### src/rtl/serial_subtractor_if.sv
// Operand/result bundle for serial_subtractor.
// The ovf signal exists only when SERIAL_SUB_OVF_EN is defined.
interface serial_subtractor_if #(
  parameter int unsigned WIDTH = 8
) ();
  logic             start;
  logic [WIDTH-1:0] a;
  logic [WIDTH-1:0] b;
  logic             bin;
  logic             busy;
  logic             done;
  logic [WIDTH-1:0] diff;
  logic             borrow;
`ifdef SERIAL_SUB_OVF_EN
  logic             ovf;
`endif

  modport master (
    output start, a, b, bin,
`ifdef SERIAL_SUB_OVF_EN
    input  ovf,
`endif
    input  busy, done, diff, borrow
  );

  modport slave (
    input  start, a, b, bin,
`ifdef SERIAL_SUB_OVF_EN
    output ovf,
`endif
    output busy, done, diff, borrow
  );
endinterface

### src/rtl/serial_subtractor.sv
// Bit-serial subtractor: diff = a - b - bin, one bit per clock, LSB first.
// Optional signed-overflow flag is enabled by defining SERIAL_SUB_OVF_EN.
module serial_subtractor #(
  parameter int unsigned WIDTH = 8
) (
  input  logic                 clk,
  input  logic                 rst,
  serial_subtractor_if.slave   bus
);
  localparam int unsigned CW = (WIDTH > 1) ? $clog2(WIDTH) : 1;

  typedef enum logic {IDLE, RUN} state_t;

  state_t           state, state_nx;
  logic [WIDTH-1:0] a_sh, b_sh, res;
  logic [WIDTH-1:0] diff_q;
  logic             br, borrow_q, done_q;
  logic [CW-1:0]    cnt;
  logic             d, br_nx, last;
`ifdef SERIAL_SUB_OVF_EN
  logic             ovf_q;
`endif

  always_ff @(posedge clk) begin
    if (rst) state <= IDLE;
    else     state <= state_nx;
  end

  always_comb begin
    state_nx = state;
    d        = a_sh[0] ^ b_sh[0] ^ br;
    br_nx    = (~a_sh[0] & b_sh[0]) | (b_sh[0] & br) | (br & ~a_sh[0]);
    last     = (cnt == CW'(WIDTH - 1));
    case (state)
      IDLE:    if (bus.start) state_nx = RUN;
      RUN:     if (last)      state_nx = IDLE;
      default: state_nx = IDLE;
    endcase
  end

  // Result registers move only on the final bit step, so partial sums never show.
  always_ff @(posedge clk) begin
    if (rst) begin
      a_sh     <= '0;
      b_sh     <= '0;
      res      <= '0;
      br       <= 1'b0;
      cnt      <= '0;
      diff_q   <= '0;
      borrow_q <= 1'b0;
      done_q   <= 1'b0;
`ifdef SERIAL_SUB_OVF_EN
      ovf_q    <= 1'b0;
`endif
    end else begin
      done_q <= 1'b0;
      case (state)
        IDLE: begin
          if (bus.start) begin
            a_sh <= bus.a;
            b_sh <= bus.b;
            br   <= bus.bin;
            res  <= '0;
            cnt  <= '0;
          end
        end
        RUN: begin
          a_sh <= a_sh >> 1;
          b_sh <= b_sh >> 1;
          res  <= {d, res[WIDTH-1:1]};
          br   <= br_nx;
          cnt  <= cnt + CW'(1);
          if (last) begin
            diff_q   <= {d, res[WIDTH-1:1]};
            borrow_q <= br_nx;
            done_q   <= 1'b1;
`ifdef SERIAL_SUB_OVF_EN
            // Borrow into vs. out of the sign bit flags two's-complement overflow.
            ovf_q    <= br ^ br_nx;
`endif
          end
        end
        default: ;
      endcase
    end
  end

  assign bus.busy   = (state == RUN);
  assign bus.done   = done_q;
  assign bus.diff   = diff_q;
  assign bus.borrow = borrow_q;
`ifdef SERIAL_SUB_OVF_EN
  assign bus.ovf    = ovf_q;
`endif
endmodule

### src/flat_wrapper.sv
// flat-port wrapper written by rule: the top's interface ports become plain ports
module serial_subtractor_flat 
#(
  parameter int unsigned WIDTH = 8
)
  (clk, rst, bus_start, bus_a, bus_b, bus_bin, bus_busy, bus_done, bus_diff, bus_borrow);
  serial_subtractor_if #(.WIDTH(WIDTH)) bus_i ();
  input  logic clk;
  input  logic rst;
  input wire logic [$bits(bus_i.start)-1:0] bus_start;
  input wire logic [$bits(bus_i.a)-1:0] bus_a;
  input wire logic [$bits(bus_i.b)-1:0] bus_b;
  input wire logic [$bits(bus_i.bin)-1:0] bus_bin;
  output wire logic [$bits(bus_i.busy)-1:0] bus_busy;
  output wire logic [$bits(bus_i.done)-1:0] bus_done;
  output wire logic [$bits(bus_i.diff)-1:0] bus_diff;
  output wire logic [$bits(bus_i.borrow)-1:0] bus_borrow;
  assign bus_i.start = bus_start;
  assign bus_i.a = bus_a;
  assign bus_i.b = bus_b;
  assign bus_i.bin = bus_bin;
  assign bus_busy = bus_i.busy;
  assign bus_done = bus_i.done;
  assign bus_diff = bus_i.diff;
  assign bus_borrow = bus_i.borrow;
  serial_subtractor #(.WIDTH(WIDTH)) u_core (.clk(clk), .rst(rst), .bus(bus_i));
endmodule
### config.mk
export PLATFORM = sky130hd
export DESIGN_NAME = serial_subtractor_flat
export DESIGN_NICKNAME = d
export VERILOG_FILES = /design/src/rtl/serial_subtractor_if.sv /design/src/rtl/serial_subtractor.sv /design/src/flat_wrapper.sv
export SDC_FILE = /design/constraint.sdc
export NUM_CORES = 1
export LEC_CHECK = 0
export BUFFER_PORTS_ARGS = -buffer_cell sky130_fd_sc_hd__buf_4
export CAP_MARGIN = 20
export CELL_PAD_IN_SITES_DETAIL_PLACEMENT = 1
export CELL_PAD_IN_SITES_GLOBAL_PLACEMENT = 1
export CORE_ASPECT_RATIO = 1.4
export CORE_MARGIN = 4
export CORE_UTILIZATION = 41
export CTS_CLUSTER_SIZE = 8
export DETAILED_ROUTE_END_ITERATION = 8
export PLACE_DENSITY_LB_ADDON = 0.1
export RECOVER_POWER = 25
export SYNTH_ARGS = -nofsm -noshare
export SYNTH_HDL_FRONTEND = slang
export SYNTH_SLANG_ARGS = --single-unit
### constraint.sdc
create_clock -name clk -period 1.64 [get_ports clk]
set_input_delay 0.41 -clock clk [delete_from_list [all_inputs] [get_ports clk]]
set_output_delay 0.41 -clock clk [all_outputs]
set_load 0.005 [all_outputs]
; Yosys cells after proc, flatten, opt, wreduce, memory -nomap -nowiden
; Cells that the tools add are included.
[totals]
register_bits = 39
input_bits = 20
out_inout_bits = 11
word_cells = 37
[classes]
add_sub_neg = 1
n_eq_ne = 2
muxes = 14
bitwise = 9
reduce_logical = 2
[op_table]
columns = operator, count
row1 = 8-bit one-hot mux with 2 select lines, 3
row2 = 8-bit 2-to-1 mux, 3
row3 = 3-bit one-hot mux with 2 select lines, 1
row4 = 1-bit 2-to-1 mux, 4
row5 = 1-bit one-hot mux with 2 select lines, 2
row6 = 3-bit by 1-bit adder with 3-bit output (second input constant), 1
row7 = 1-bit AND, 3
row8 = 3-bit equality test (second input constant), 1
row9 = 3-bit 2-to-1 mux, 1
row10 = 2-bit inequality test (second input constant), 1
row11 = 1-bit NOT, 2
row12 = 1-bit bitwise OR, 2
row13 = 2-bit AND reduction, 1
row14 = 2-bit OR reduction, 1
row15 = 1-bit bitwise XOR, 2

; Longest topological paths before layout
[depth]
depth_word = 5
ltp_mapped = 6
ltp_nobuf = 4

; Worst setup path after synthesis
; Ideal clock, no wire load.
[synth_timing]
path_type = register to register
start = register u_core.cnt[0]
end = register u_core.diff_q[7], in the netlist u_core.bus.diff[7]
setup_time_ns = 0.091
arrival_ns = 1.193
t_required_ns = 1.549
path_slack_ns = 0.356
path_stages_with_launch = 6
path_buffers = 2
synth_period_minus_slack_ns = 1.284
path_cell_list = dfxtp_1 -> ha_1 -> ha_1 -> buf_2 -> buf_2 -> a311oi_1
[synth_between]
elab_chain_len = 2
[synth_rtl]
columns = element, line
row1 = from (decl), serial_subtractor.sv:18  ; logic [CW-1:0] cnt;
row2 = from (signal assigned), serial_subtractor.sv:72  ; cnt <= cnt + CW'(1);
row3 = 3-bit equality test, serial_subtractor.sv:33  ; last = (cnt == CW'(WIDTH - 1));
row4 = via u_core.last, serial_subtractor.sv:19  ; logic d, br_nx, last;
row5 = 2-bit AND reduction (no line), --
row6 = to (signal assigned), serial_subtractor.sv:74  ; diff_q <= {d, res[WIDTH-1:1]};
row7 = to (decl), serial_subtractor.sv:16  ; logic [WIDTH-1:0] diff_q;
; The timed path passes the listed nets, and every way through them passes these cells.
; A chain may end at the register's enable or synchronous reset.

; Worst setup path in the final report
[layout_timing]
start = register u_core.cnt[0]
end = register u_core.diff_q[2], in the netlist u_core.bus.diff[2]
; Same word-level chain as after synthesis.

==> summary.txt <==
STA
  – Max_slew headroom: 50.8%
  – Fin crit share: 86.1%
  – Worst slew pin tran: 0.738 ns
  – Max Fclk: 708 MHz
  – Final Slew Violations: 0
  – Setup TNS: 0 ns
  – Final hold violations: 0
  – Unrepaired setup endpoints after global routing: false
  – Fin crit period: 1.41 ns
  – Final setup violation count: 0
  – Worst Skew: 0.00244 ns

Logic synthesis
  – Mapped Area: 1670 sq um
  – Yosys warnings: 0
  – Post-synthesis cell type count: 22
  – Count leader, synth: dfxtp_1
  – Synth area leader: dfxtp_1
  – Dominant synthesized flop cell: dfxtp_1
  – Mux cell area share after synthesis: 10.2%
  – Post-synth top cells: 38 x dfxtp_1, 19 x a21oi_1, 17 x mux2i_1
  – Post-Syn Nets: 191
  – Yosys top cell area share: 45.5%
  – Sequential share of the synthesized area: 45.5%
  – Compound-gate portion of the synthesized area: 17.7%
  – Synth Area in Adders: 2.69%
  – Synth Area in XOR/XNOR: 0%
  – Number of synthesized flops with an enable pin: 0
  – Asr flop ratio synth: 0%
  – Main combinational cell family by area after synthesis: compound AO/OA/AOI/OAI gates
  – Cells after Synth: 168
  – #FFs+latches synth: 38
  – Syn_area_per_cell: 9.95 sq um
  – Simple-gate share of the synthesized area: 17.5%
  – Largest cells by area after synthesis: dfxtp_1 46%, mux2i_1 10%, a211oi_1 6.7%

Clock tree
  – Worst-skew pair later-pin latency: 0.28 ns
  – CTS tree: done
  – CTS Sinks: 38
  – Clk pin slew, worst setup/hold paths: 0.07 ns
  – Total CTS buffers: 5
  – H-tree levels: 2
  – Root Driver: clkbuf_8
  – Number of gates resized after cts: 0
  – Setup Fix Bufs, Post-CTS: 0
  – CTS Buffer Depth: 2
  – Cts hold-fix bufs: 0

Placement
  – Detailed placement HPWL: 2300 um
  – IO buf count: 30
  – GPL Wtd Cong: 0.663

Cells and area
  – Multi-input logic area: 805 sq um
  – Reg area: 761 sq um
  – Final core utilization: 49.4%
  – P&R area growth vs syn: 16.8%
  – FILL cells: 456
  – Antenna Cells: 0
  – Fin nets: 214
  – Fraction of layout cells with a size suffix above 1: 24.1%

Worst setup path
  – CP bufs+invs: 1
  – Startpoint class of the critical path: register
  – Crit-path max cell delay: 0.32 ns
  – Worst path cell trace: ha_1, ha_1, buf_4, a21bo_2, a21oi_1
  – Classification of the worst setup path: reg -> reg
  – CP max stage cell: dfxtp_1
  – Arr. time, crit path: 1.62 ns
  – Crit-path most repeated cell: ha_1
  – Worst setup EP type: register
  – Delay-heaviest family, CP: adder cells
  – Critical path required time: 1.85 ns
  – CP Max Fanout: 12

GRT
  – Total track usage: 15.0%
  – Vias in the first global route: 1374
  – GRT overflow: 0
  – Pin count of the biggest net entering global routing: 59
  – Initial antenna violation count: 0
  – First-pass GRT wire length: 6020 um

Power
  – Peak supply drop: 0.546 mV
  – Final Power: 1.78 mW
  – Power Density: 910 nW/um^2
  – Leakage: 0.784 nW

Routing
  – Pre-antenna DRT Iters: 3
  – Vias per cell: 5.51
  – Number of remaining DRC errors: 0
  – Wirelength per Cell: 14.6 um
  – Routed wire length: 3420 um
  – Remaining antenna violation count: 0
  – Vias: 1289
  – Iter 0 DRT Violations: 34

Floorplanning
  – Width of the die: 62.0 um
  – Starting Density: 42.3%
  – Die Ht: 83.6 um
  – Core region area: 3950 sq um
  – IO Count: 31
  – Die area: 5180 sq um
  – Site row count: 27

Run status
  – Outcome: finished, final reports clean

Run
  – Max Cap Violations: 0

Worst hold path
  – Hold crit path type: in -> reg
-- where the power goes --
| part | switching, mW | internal, mW | total, mW |
|---|---|---|---|
| Sequential | 0.0250 | 0.964 | 0.990 |
| Clock | 0.294 | 0.292 | 0.586 |
| Combinational | 0.102 | 0.0994 | 0.201 |
| Total | 0.420 | 1.36 | 1.78 |
-- sequential cells by signal (all words and copies together) (netlist names) --
| name | cells |
|---|---|
| u_core.a_sh | 8 |
| u_core.b_sh | 8 |
| u_core.br | 1 |
| u_core.bus.borrow | 1 |
| u_core.bus.busy | 1 |
| u_core.bus.diff | 8 |
| u_core.bus.done | 1 |
| u_core.cnt | 3 |
| u_core.res | 7 |
-- metal layers --
metal	track usage, %	up-vias	wire (um)
met1	18.2	619	1430
met4	5.21	0	60
li1	-	640	-
met3	4.49	6	156
met5	0	-	0
met2	24.2	24	1780
-- kinds of logic (layout without fill, tap and decap cells) --
logic type,count (synthesis),after routing
AOI/OAI and AO/OA,43,43
adders and majority gates,3,3
buffers and inverters,18,41
DFF,38,38
muxes,17,17
and+or+nand+nor,49,49
-- worst min-delay path: cells and delay by family --
kind / cells / cell delay, ns
buf+inv: 1 / 0.08
mux: 1 / 0.05
simple gates: 1 / 0.12
-- cell usage in the layout (no fill, tap or decap) --
master	Yosys	layout
dfxtp_1	38	38
buf_4	0	23
a21oi_1	19	19
mux2i_1	17	17
nor2b_1	15	15
a211oi_1	15	15
or3b_1	10	10
nand2_1	9	9
nand3_1	8	8
a21bo_2	8	8
clkbuf_4	0	7
clkbuf_8	0	5
nand2b_1	2	2
nor3_1	2	2
nor2_1	2	2
ha_1	2	2
clkbuf_1	3	2
inv_1	1	1
inv_2	1	1
a311oi_1	1	1
nor3b_1	1	1
fa_1	1	1
clkbuf_2	0	1
buf_12	0	1
-- cell type report --
class,instances,area share [%]
multi-input cells,112,41.2
flip-flops and latches,38,38.9
repair buffers,32,12.8
clock buffers,7,3.91
well taps,43,2.75
inverters,2,0.384
-- final timing paths --
| check | slack (ns) | endpoint | depth (start not counted) | from |
|---|---|---|---|---|
| max | 0.23 | u_core.bus.diff[2] | 5 | u_core.cnt[0] |
| max reg2reg | 0.23 | u_core.bus.diff[2] | 5 | u_core.cnt[0] |
| min reg2reg | 0.47 | u_core.res[3] | 2 | u_core.res[4] |
| min | 0.43 | u_core.a_sh[7] | 3 | bus_a[7] |
-- per-stage QoR --
| step | hold slack [ns] | setup slack (ns) | instances | cell area, sq um |
|---|---|---|---|---|
| after floorplan | 0.438 | 0.356 | 168 | 1670 |
| after global placement | 0.455 | 0.281 | 227 | 1880 |
| after detailed placement | 0.461 | 0.229 | 227 | 1880 |
| after CTS | 0.430 | 0.215 | 234 | 1960 |
| after global routing | 0.480 | 0.129 | 234 | 1950 |
| final | 0.428 | 0.227 | 234 | 1950 |
Note: power is estimated with default switching activity, not from simulation.
